==> src/rtl/sr_skew_bank.sv <==
// Shift-register bank that skews aligned lane vectors into a staircase, or deskews a staircase.
// Optional build macro SR_OUT_MASK_EN forces each out_data lane to zero while its o_vld is low.
module sr_skew_bank #(
  parameter int unsigned WIDTH      = 16,
  parameter int unsigned CHANNELS   = 4,
  parameter int unsigned BASE_DELAY = 1,
  parameter int unsigned DESKEW     = 0
) (
  input  logic                         clk,
  input  logic                         rst,
  input  logic                         i_en,
  input  logic                         i_flush,
  input  logic [CHANNELS-1:0]          i_vld,
  input  logic [CHANNELS*WIDTH-1:0]    in_data,
  output logic [CHANNELS-1:0]          o_vld,
  output logic [CHANNELS*WIDTH-1:0]    out_data,
  output logic                         o_busy
);

  logic [CHANNELS-1:0] lane_busy;

  for (genvar k = 0; k < CHANNELS; k++) begin : g_lane
    localparam int unsigned LaneDepth = (DESKEW != 0) ? BASE_DELAY + (CHANNELS - 1 - k)
                                                      : BASE_DELAY + k;

    // Stage 0 sits in the low slice; the last stage is the top slice.
    logic [LaneDepth*WIDTH-1:0] data_q, data_d;
    logic [LaneDepth-1:0]       vld_q, vld_d;
    logic [WIDTH-1:0]           last_data;

    if (LaneDepth == 1) begin : g_single
      assign data_d = in_data[k*WIDTH +: WIDTH];
      assign vld_d  = i_vld[k];
    end else begin : g_multi
      assign data_d = {data_q[(LaneDepth-1)*WIDTH-1:0], in_data[k*WIDTH +: WIDTH]};
      assign vld_d  = {vld_q[LaneDepth-2:0], i_vld[k]};
    end

    always_ff @(posedge clk) begin
      if (rst) begin
        data_q <= '0;
        vld_q  <= '0;
      end else if (i_flush) begin
        // Data is left in place; only the beats are killed.
        vld_q  <= '0;
      end else if (i_en) begin
        data_q <= data_d;
        vld_q  <= vld_d;
      end
    end

    assign last_data    = data_q[LaneDepth*WIDTH-1 -: WIDTH];
    assign o_vld[k]     = vld_q[LaneDepth-1];
    assign lane_busy[k] = |vld_q;

`ifdef SR_OUT_MASK_EN
    assign out_data[k*WIDTH +: WIDTH] = vld_q[LaneDepth-1] ? last_data : '0;
`else
    assign out_data[k*WIDTH +: WIDTH] = last_data;
`endif
  end

  assign o_busy = |lane_busy;

endmodule

==> config.mk <==
export PLATFORM = sky130hd
export DESIGN_NAME = sr_skew_bank
export DESIGN_NICKNAME = d
export VERILOG_FILES = /design/src/rtl/sr_skew_bank.sv
export SDC_FILE = /design/constraint.sdc
export NUM_CORES = 1
export LEC_CHECK = 0
export ABC_AREA = 1
export CAP_MARGIN = 40
export CORE_ASPECT_RATIO = 1.1
export CORE_MARGIN = 4
export CORE_UTILIZATION = 40
export DETAILED_ROUTE_END_ITERATION = 16
export MAX_ROUTING_LAYER = met4
export PLACE_DENSITY = 0.67
export SLEW_MARGIN = 20
export SYNTH_ARGS = -nofsm -noshare
export SYNTH_HDL_FRONTEND = slang
export SYNTH_SLANG_ARGS = --single-unit
==> constraint.sdc <==
create_clock -name clk -period 1.1 [get_ports clk]
set_input_delay 0.22 -clock clk [delete_from_list [all_inputs] [get_ports clk]]
set_output_delay 0.22 -clock clk [all_outputs]
set_load 0.02 [all_outputs]
Word level (Yosys, flattened, before mapping) --
Cells that the tools add are included.
Word-level totals: register bits 170, output and inout bits 69
Cells by class: bitwise gates (word level) 1, reduce and logical (&&, ||, !) cells 3
Operators with widths (count):
- OR reduction 10 bit | 1
- AND reduction 2 bit | 1
- OR reduction 2 bit | 1
- NOT 1 bit | 1

Logic depth before layout (Yosys ltp) --
depth in word-level cells 2, mapped depth 7, gate-level depth less buffers 4

Least setup slack after synthesis --
No wires, ideal clock.
path kind input port to flip-flop, start input i_en, end register g_lane[0].data_q[0], data arrival time 0.971 ns, path slack 0.065 ns, stages on the path 7, path buffers 3, cells stage by stage buf_2 > inv_2 > nor2_4 > buf_4 > buf_4 > nor2_1 > nor2_1
Between the ends: cells in the longest elaborated chain, start to end 1
RTL lines:
- from (decl) | line 11 | input logic i_en,
- AND reduction 2 bit (no source line)
- to (signal assigned) | line 47 | data_q <= data_d;
- to (decl) | line 27 | logic [LaneDepth*WIDTH-1:0] data_q, data_d;
Every way passes these cells. A chain may end at the register's enable or synchronous reset.

Worst setup path after layout --
start register g_lane[3].vld_q[3], end output o_busy
Between the ends: cells in the longest elaborated chain, start to end 1
RTL lines:
- from (decl) | line 28 | logic [LaneDepth-1:0] vld_q, vld_d;
- from (signal assigned) | line 48 | vld_q <= vld_d;
- OR reduction 10 bit | line 63 | assign o_busy = |lane_busy;
- to (decl) | line 17 | output logic o_busy
Every way passes these cells.

==> impl_metrics.csv <==
group,metric,value,unit
outcome,status,"finished, violations left",
outcome,violations,"setup timing",
clocking,insertion_delay,0.42,ns
sta,setup_viol,7,
setup_path,cp_cell_sequence,"or2_4, nor2_2, nand2_1, buf_6",
yosys,syn_nets,1209,
routing,vias,6574,
yosys,ys_ff_latch,170,
sta,fin_crit,1.46,ns
setup_path,worstSetupStartpointType,"flip-flop",
yosys,synth_area,7560,sq um
die,num_rows,52,
setup_path,end_kind,"output port",
sta,finalCritPeriodShare,1.33,
sta,clock_skew,0.0108,ns
yosys,synth_cell_type_count,14,
die,initial_core_util,0.409,
die,die_area,21200,sq um
yosys,synth_edf_count,0,
routing,drtIter0Drc,392,
cells_and_area,fin_nets,1299,
cells_and_area,final_util,0.540,
clocking,clkSinkCount,170,
yosys,postSynthCellCount,1137,
cells_and_area,drive_gt1_frac,0.185,
die,coreArea,18500,sq um
yosys,async_flop_share,0,
grt,grt_pass1_wl,28300,um
clocking,cts_buffers,17,
routing,drc_errors,0,
clocking,cts-hold-fix-buffers,0,
setup_path,path_class,"reg -> out",
placement,hpwl,10800,um
clocking,cts_tree,"yes",
sta,max_freq,686,MHz
pwr,finalPower,15300,uW
die,ios,141,
placement,portBuffers,140,
grt,grt_max_degree,70,
sta,tightest_slew,0.309,ns
yosys,synth.avg_cell_area,6.65,sq um
yosys,synth_most_common_cell,"nor2_1",
pwr,p_leak,0.00468,uW
die,dieHeight,152,um
pwr,vdd_drop_max,1140,uV
yosys,synthFlopType,"dfxtp_1",
grt,gr-total-overflow,0,
cells_and_area,antennaDiodeCount,0,
setup_path,crit_required,0.88,ns
setup_path,path_max_fanout,2,
routing,wl_per_cell,11.3,um
yosys,synth_top_area_frac,0.450,
placement,dpl_cell_area,9030,sq um
grt,antenna_found_initial,0,
yosys,yosysTopAreaCell,"dfxtp_1",
setup_path,crit_slowest_cell,"dfxtp_2",
sta,hold_viol,0,
routing,drtPass1Iterations,4,
pwr,powerDensity,1530,nW/um^2
worst_hold_path,min_path_type,"in -> reg",
yosys,yosysWarnings,0,
sta,setup_ws,-0.358,ns
setup_path,path_buf_inv,1,
setup_path,critPathMaxStageDelay,0.32,ns
routing,postRouteAntennaNets,0,
yosys,yosysSeqAreaShare,0.450,
setup_path,crit_arrival,1.24,ns
routing,avgViaCountPerCell,4.43,
sta,slew_headroom,0.794,
clocking,cts_max_level,4,
clocking,cts_root_buffer,"clkbuf_16",
clocking,clk_pin_slew,0.07,ns
die,dieWidth,139,um
yosys,yosys-top-cells-count,"nor2_1 (325), nand2_1 (183), dfxtp_1 (170)",
cells_and_area,area_growth,32.0,%
cells_and_area,design_area,9970,sq um
run,maxCapViolations,0,
sta,rsz0062_at_grt,"true",
placement,gp_congestion,0.760,
grt,first_global_vias,6109,
sta,slew_viol_final,0,
yosys,synth_area_leaders,"dfxtp_1 (45%), nor2_1 (16%), nand3_1 (11%)",
grt,grt_usage,0.161,
setup_path,critical-path-top-delay-family,"simple AND/OR/NAND/NOR gates",
routing,totalWireLength,16700,um
clocking,clock_path_buffers,2,
## metal layers
metal / share of wire / global-route usage / vias to the layer above / wire (um)
met5: 0 / - / - / 0
met4: 0.020 / 0.0568 / 0 / 331
met3: 0.033 / 0.0333 / 20 / 557
met2: 0.49 / 0.270 / 112 / 8250
met1: 0.45 / 0.193 / 2937 / 7590
li1: - / - / 3505 / -
## power by group
part | switching (uW) | internal (uW)
logic | 1170 | 1110
registers | 208 | 6560
clock network | 2520 | 3690
## worst min-delay path, delay by kind of cell
kind | cells | cell delay (ns)
buffers and inverters | 3 | 0.31
AND/OR/NAND/NOR | 1 | 0.06
AO/OA/AOI/OAI | 1 | 0.05
## final cells by class
| cell class | instances | area, sq um |
|---|---|---|
| clock buffer | 22 | 494 |
| clock inverter | 10 | 128 |
| fill | 1820 | 8510 |
| inverter | 163 | 617 |
| multi-input combinational | 681 | 2790 |
| sequential | 170 | 3490 |
| tap | 243 | 304 |
| timing repair buffer | 194 | 2150 |
## what timing repair did
action                                  4_1_cts  5_1_grt
endpoints found under the setup margin       69      183
pin swaps                                     2        2
resized for setup                           488        4
setup buffers                                 3        6
gates cloned                                  0        2
## stage by stage
stage	setup WS (ns)	setup TNS (ns)	hold WS, ns	std cells
6_report	-0.358	-0.832	0.272	1483
5_1_grt	-0.414	-2.61	0.284	1483
4_1_cts	-0.397	-1.52	0.261	1475
3_5_place_dp	-0.410	-66.25	0.470	1440
3_3_place_gp	-0.412	-64.22	0.461	1440
2_1_floorplan	0.0651	0	0.368	1137
## final timing paths
check,start,endpoint,slack [ns],depth (start not counted)
max,g_lane[3].vld_q[3]$_SDFFE_PP0P_,o_busy,-0.36,4
min,i_en,g_lane[0].vld_q$_SDFFE_PP0P_,0.27,5
max reg2reg,g_lane[2].vld_q[2]$_SDFFE_PP0P_,g_lane[2].vld_q[2]$_SDFFE_PP0P_,0.33,4
min reg2reg,g_lane[2].data_q[0]$_SDFFE_PP0P_,g_lane[2].data_q[0]$_SDFFE_PP0P_,0.48,2
## logic make-up after synthesis
| kind of cell | synth area share |
|---|---|
| simple gates | 0.361 |
| buf+inv | 0.181 |
| flops | 0.450 |
| compound gates | 0.00662 |
## sequential cells by signal, summed over array words and instances, names as in the netlist
register and count:
g_lane.data_q 160, g_lane.vld_q 10
## placed cells by master (no fill, tap or decap)
| cell type | synthesis | final |
|---|---|---|
| nor2_2 | 0 | 1 |
| bufinv_16 | 0 | 2 |
| buf_4 | 73 | 32 |
| or2_4 | 0 | 1 |
| nor2_4 | 1 | 1 |
| clkdlybuf4s50_1 | 0 | 69 |
| dfxtp_2 | 0 | 68 |
| nand2_1 | 183 | 183 |
| buf_16 | 0 | 1 |
| buf_6 | 0 | 74 |
| clkinvlp_4 | 0 | 2 |
| inv_4 | 0 | 2 |
| clkbuf_8 | 0 | 5 |
| inv_1 | 160 | 160 |
| nor2_1 | 325 | 324 |
| dlymetal6s2s_1 | 0 | 1 |
| a21oi_1 | 10 | 10 |
| dfxtp_1 | 170 | 102 |
| and2_0 | 1 | 1 |
| inv_2 | 3 | 1 |
| clkinv_4 | 0 | 2 |
| inv_6 | 0 | 4 |
| clkbuf_16 | 0 | 19 |
| buf_12 | 0 | 15 |
| nand3_1 | 160 | 160 |
Note: power is estimated with default switching activity, not from simulation.
